==> config.mk <==
export PLATFORM = sky130hd
export DESIGN_NAME = decode_stage
export DESIGN_NICKNAME = d
export VERILOG_FILES = /design/src/rtl/kabeta_pkg.sv /design/src/rtl/decode_ctrl.sv /design/src/rtl/decode_stage.sv
export SDC_FILE = /design/constraint.sdc
export NUM_CORES = 1
export LEC_CHECK = 0
export BUFFER_PORTS_ARGS = -buffer_cell sky130_fd_sc_hd__buf_2
export CORE_MARGIN = 2
export CORE_UTILIZATION = 56
export CTS_CLUSTER_DIAMETER = 120
export DETAILED_ROUTE_END_ITERATION = 7
export GPL_TIMING_DRIVEN = 0
export PLACE_DENSITY = 0.87
export SYNTH_ARGS = -nofsm -noshare
export SYNTH_HDL_FRONTEND = slang
export SYNTH_HIERARCHICAL = 1
export SYNTH_SLANG_ARGS = --single-unit
==> constraint.sdc <==
create_clock -name Clock -period 4.2 [get_ports Clock]
set_clock_uncertainty 0.2 [all_clocks]
set_input_delay 0 -clock Clock [delete_from_list [all_inputs] [get_ports Clock]]
set_output_delay 0 -clock Clock [all_outputs]
set_load 0.02 [all_outputs]
==> src/rtl/kabeta_pkg.sv <==
// Shared Kabeta ISA definitions: opcode constants, class prefixes, field positions
// and the decoded-control struct produced by decode_ctrl.
package kabeta_pkg;

  localparam int W_INSTR = 32;

  localparam int OP_HI  = 31;
  localparam int OP_LO  = 26;
  localparam int RC_LO  = 21;
  localparam int RA_LO  = 16;
  localparam int RB_LO  = 11;
  localparam int LIT_HI = 15;
  localparam int LIT_LO = 0;

  localparam logic [5:0] OPC_LD  = 6'b011000;
  localparam logic [5:0] OPC_ST  = 6'b011001;
  localparam logic [5:0] OPC_JMP = 6'b011011;
  localparam logic [5:0] OPC_BEQ = 6'b011100;
  localparam logic [5:0] OPC_BNE = 6'b011101;
  localparam logic [5:0] OPC_LDR = 6'b011111;

  localparam logic [1:0] CLS_OP  = 2'b10;
  localparam logic [1:0] CLS_OPC = 2'b11;

  localparam logic [4:0] IDX_ZR = 5'd31;

  typedef struct packed {
    logic usesRa;
    logic usesRb;
    logic usesRcRead;
    logic writesRc;
    logic illegal;
  } decode_ctrl_t;

endpackage

==> src/rtl/decode_ctrl.sv <==
// Combinational opcode classifier: which fields an instruction reads/writes and
// whether the opcode is legal. Shared with the execute stage.
module decode_ctrl
  import kabeta_pkg::*;
(
  input  logic [5:0]   Opcode,
  output decode_ctrl_t Ctrl
);

  always_comb begin
    Ctrl = '0;
    if (Opcode[5:4] == CLS_OP) begin
      Ctrl.usesRa   = 1'b1;
      Ctrl.usesRb   = 1'b1;
      Ctrl.writesRc = 1'b1;
    end else if (Opcode[5:4] == CLS_OPC) begin
      Ctrl.usesRa   = 1'b1;
      Ctrl.writesRc = 1'b1;
    end else begin
      case (Opcode)
        OPC_LD: begin
          Ctrl.usesRa   = 1'b1;
          Ctrl.writesRc = 1'b1;
        end
        OPC_ST: begin
          Ctrl.usesRa     = 1'b1;
          Ctrl.usesRcRead = 1'b1;
        end
        OPC_JMP, OPC_BEQ, OPC_BNE: begin
          Ctrl.usesRa   = 1'b1;
          Ctrl.writesRc = 1'b1;
        end
        OPC_LDR: Ctrl.writesRc = 1'b1;
        default: Ctrl.illegal  = 1'b1;
      endcase
    end
  end

endmodule

==> src/rtl/decode_stage.sv <==
// Kabeta decode stage: instruction register, RAW/WAW scoreboard interlock and
// valid/ready handoff to execute. Define KABETA_DECODE_STALLCNT_EN for StallCount.
module decode_stage
  import kabeta_pkg::*;
#(
  parameter int W_DATA = 32,
  parameter int W_ADDR = 5
) (
  input  logic              Clock,
  input  logic              Reset,
  input  logic              InValid,
  output logic              InReady,
  input  logic [31:0]       InInstr,
  input  logic [W_DATA-1:0] InPC,
  input  logic              Flush,
  output logic              RfEnX,
  output logic              RfEnY,
  output logic [W_ADDR-1:0] RfAddrX,
  output logic [W_ADDR-1:0] RfAddrY,
  output logic              OutValid,
  input  logic              OutReady,
  output logic [5:0]        OutOpcode,
  output logic [W_ADDR-1:0] OutRc,
  output logic [W_DATA-1:0] OutLiteral,
  output logic [W_DATA-1:0] OutPC,
  output logic              OutWrEn,
  output logic              OutIllegal,
  input  logic              WbEn,
  input  logic [W_ADDR-1:0] WbAddr,
  output logic [31:0]       StallCount
);

  localparam int NREG = 2 ** W_ADDR;
  localparam logic [W_ADDR-1:0] ZR = '1;

  logic [W_INSTR-1:0] ir;
  logic [W_DATA-1:0]  pcHeld;
  logic               irValid;
  logic [NREG-2:0]    scoreboard;
  logic [NREG-2:0]    sbNext;
  logic [NREG-1:0]    sbView;
  decode_ctrl_t       ctrl;
  logic [W_ADDR-1:0]  irRc, irRa, irRb;
  logic               hazard, fireOut, accept;

  assign irRc = ir[RC_LO +: W_ADDR];
  assign irRa = ir[RA_LO +: W_ADDR];
  assign irRb = ir[RB_LO +: W_ADDR];

  decode_ctrl uCtrl (
    .Opcode (ir[OP_HI:OP_LO]),
    .Ctrl   (ctrl)
  );

  // R31 has no scoreboard bit; the padded top bit makes its lookup read 0.
  assign sbView = {1'b0, scoreboard};

  assign OutWrEn = ctrl.writesRc & (irRc != ZR);
  assign hazard  = (ctrl.usesRa     & sbView[irRa])
                 | (ctrl.usesRb     & sbView[irRb])
                 | (ctrl.usesRcRead & sbView[irRc])
                 | (OutWrEn         & sbView[irRc]);

  assign OutValid = irValid & ~hazard & ~Flush;
  assign fireOut  = OutValid & OutReady;
  assign InReady  = ~Flush & (~irValid | fireOut);
  assign accept   = InValid & InReady;

  // Register-file addresses come straight from the incoming word so read data
  // lines up with IR on the cycle after accept.
  assign RfEnX   = accept;
  assign RfEnY   = accept;
  assign RfAddrX = InInstr[RA_LO +: W_ADDR];
  assign RfAddrY = (InInstr[OP_HI:OP_LO] == OPC_ST) ? InInstr[RC_LO +: W_ADDR]
                                                     : InInstr[RB_LO +: W_ADDR];

  assign OutOpcode  = ir[OP_HI:OP_LO];
  assign OutRc      = irRc;
  assign OutLiteral = {{(W_DATA-16){ir[LIT_HI]}}, ir[LIT_HI:LIT_LO]};
  assign OutPC      = pcHeld;
  assign OutIllegal = ctrl.illegal;

  // Clear first, then set, so an issuing write beats a same-cycle retirement.
  always_comb begin
    sbNext = scoreboard;
    for (int i = 0; i < NREG - 1; i++) begin
      if (WbEn && WbAddr == W_ADDR'(i))
        sbNext[i] = 1'b0;
      if (fireOut && OutWrEn && irRc == W_ADDR'(i))
        sbNext[i] = 1'b1;
    end
  end

  always_ff @(posedge Clock or negedge Reset) begin
    if (!Reset) begin
      irValid    <= 1'b0;
      ir         <= '0;
      pcHeld     <= '0;
      scoreboard <= '0;
    end else begin
      scoreboard <= sbNext;
      if (accept) begin
        irValid <= 1'b1;
        ir      <= InInstr;
        pcHeld  <= InPC;
      end else if (fireOut || Flush) begin
        irValid <= 1'b0;
      end
    end
  end

`ifdef KABETA_DECODE_STALLCNT_EN
  logic [31:0] stallCnt;

  always_ff @(posedge Clock or negedge Reset) begin
    if (!Reset)
      stallCnt <= '0;
    else if (irValid && hazard && !Flush && stallCnt != 32'hFFFF_FFFF)
      stallCnt <= stallCnt + 32'd1;
  end

  assign StallCount = stallCnt;
`else
  assign StallCount = '0;
`endif

endmodule

==> out/results.tsv <==
metric	value	unit
drc	0	
clk_latency	0.39	ns
clock-sinks	96	
power.density	389	nW/um^2
numCtsBuffers	9	
rsz0062_at_grt	false	
initialDrtViolationCount	696	
die_area	11700	um^2
yosysWarnings	6	
antenna_left	0	
syn_area	6100	um^2
drive_gt1_share	35.7	%
drv_slew	0	
leakage	0.00419	uW
fmax	259	MHz
cts_tree	built	
cts.clk_slew.worst_paths	0.10	ns
hold_class	primary input to register	
detail_route.vias_per_cell	5.88	
fillers	648	
worst_pin_slew	0.719	ns
avgSynthCellArea	9.83	um^2
r2r_setup_slack	0.40	ns
drt-wirelength-per-cell	18.7	um
seq_area_frac_synth	39.4	%
place_congestion	0.927	
crit_path_max_incr_delay	0.45	ns
numPortBuffers	164	
fin_util	77.1	%
grt_usage	34.2	%
core.rowCount	38	
first_pass_iters	7	
grt-ovfl-total	0	
critPathRequiredTime	4.00	ns
start_kind	register	
die_w	108	um
coreArea	10700	um^2
worstPathCellList	clkbuf_1, buf_1, nor4_1, a311oi_1, nand3_1, a41oi_4, buf_2, buf_4, nor2_1, buf_4, buf_2	
fin_hold_ws	0.0391	ns
cts.path.max_buffers	2	
min_period_over_period	92.0	%
root_buffer	clkbuf_8	
ys_types	54	
grt_pass1_vias	6059	
die_h	108	um
cts_setup_buffers	0	
n_antenna_cell	0	
area_delta_synth_final	35.8	%
vias	6196	
ir_drop	0.000260	V
cts_htree_levels	3	
outcome	finished, final reports clean	
initial_core_util	56.8	%
hold_viol_final	0	
period_minus_slack	3.86	ns
setup_viol	0	
wl	19.7	mm
synth_edf_count	0	
ios	198	
synthCells	621	
ys_async_sr_fraction	100	%
cp_slowest_cell	a311oi_1	
antenna_found_initial	0	
ys_ff_latch	96	
crit_fanout	10	
worstSetupPathType	register to output port	
arrival	3.66	ns
finalSetupTns	0	ns
grt_max_degree	65	
final_nets	984	
dp_hpwl	12.1	mm
drv_cap	0	
grt_first_pass_wirelength	31.0	mm
synthFlopType	dfrtp_1	
relSlewSlack	52.1	%
endpoint_kind	output port	
power by group:
group,switching (uW),leakage (uW),internal (uW)
combinational,768,0.00283,561
sequential,135,0.00125,1070
clock,394,0.000111,293
total,1300,0.00419,1920
cells in the final DEF (no fill, tap or decap), types with 9 or more instances in the layout:
master,n
mux2i_1,11
mux4_2,12
o32ai_1,44
clkbuf_8,9
o21ai_0,38
dlygate4sd3_1,80
inv_1,73
nand3_1,13
nand2_1,78
dfrtp_1,96
buf_2,174
o31ai_1,28
clkbuf_1,25
buf_4,85
o32ai_2,20
conb_1,32
layer usage:
layer	wire, um	track usage (%)	part of all wire, %	up-vias
met5	0	0	0	-
met4	1070	19.0	5.4	0
met3	1910	7.11	9.7	83
met2	9610	56.5	49	468
met1	7130	41.8	36	2943
li1	-	-	-	2702
layout make-up:
type | count | area, um^2 | share of cell area [%]
timing repair buffer | 246 | 1670 | 20.2
multi-input combinational | 356 | 2700 | 32.6
clock buffer | 9 | 124 | 1.50
buffer | 127 | 843 | 10.2
clock inverter | 7 | 95.1 | 1.15
sequential | 96 | 2400 | 29.0
inverter | 73 | 274 | 3.31
tap | 140 | 175 | 2.11
worst max-delay path, delay by kind of cell (launching register included):
kind	cells	cell delay, ns
buffers and inverters	6	1.70
AO/OA/AOI/OAI	2	0.76
flip-flops	1	0.36
AND/OR/NAND/NOR	3	0.47
synthesized netlist by cell type (2+ instances only):
cell type,instances,area [um^2]
o32ai_2,20,325
nand2_1,78,293
a31oi_1,2,12.5
o41ai_1,2,17.5
o31ai_1,28,210
mux2i_1,11,110
a2bb2oi_1,2,17.5
mux2_2,4,45.0
buf_2,11,55.1
nand2b_1,6,37.5
dfrtp_1,96,2400
nor2b_1,6,37.5
inv_1,73,274
mux4_2,12,270
mux4_1,5,131
o32ai_1,44,385
nand4_1,4,25.0
nor3_1,2,10.0
nand4b_1,2,17.5
or3_1,5,31.3
buf_4,84,631
nor4_1,4,25.0
a21oi_1,3,15.0
nor2_1,6,22.5
clkbuf_1,25,93.8
and3_1,2,12.5
buf_1,2,7.51
buf_6,5,56.3
nand3_1,13,65.1
o21ai_0,38,190
nand3b_1,2,15.0
a311oi_1,2,17.5
stage by stage:
stage | cell area [um^2] | worst slack, ns | power (uW) | instances
after floorplan | 6220 | 1.24 | 2050 | 652
after global placement | 7210 | 0.960 | 2390 | 956
after global routing | 8280 | 0.167 | 3350 | 1054
after CTS | 8280 | 0.468 | 3140 | 1054
final | 8280 | 0.337 | 3220 | 1054
after detailed placement | 7240 | 0.885 | 2420 | 957
worst paths after layout:
| check | depth (start not counted) | end | startpoint |
|---|---|---|---|
| min in group asynchronous | 4 | OutPC[17] | Reset |
| setup / recovery | 11 | RfEnY | ir[22] |
| hold / removal | 3 | scoreboard[26] | OutReady |
| max in group asynchronous | 4 | ir[18] | Reset |
| hold reg to reg | 2 | ir[10] | ir[10] |
| setup reg to reg | 10 | irValid | ir[22] |
registers in the layout, summed over array words and instances (netlist names):
name,flops
scoreboard,31
irValid,1
ir,32
OutPC,32
cell families (layout without fill, tap and decap cells):
kind of cell | after synthesis | after routing | share of synthesized area [%]
buffers and inverters | 200 | 462 | 18.3
flip-flops | 96 | 96 | 39.4
other | 1 | 32 | 0.0615
multiplexers | 32 | 32 | 9.12
AO/OA/AOI/OAI | 154 | 154 | 22.3
AND/OR/NAND/NOR | 138 | 138 | 10.8
timing repair:
action	4_1_cts	5_1_grt
gates resized for setup	0	0
hold buffers	81	0
endpoints found under the setup margin	0	0
hold endpoints to repair	192	0
No activity file was read; power rests on OpenSTA's default activity.
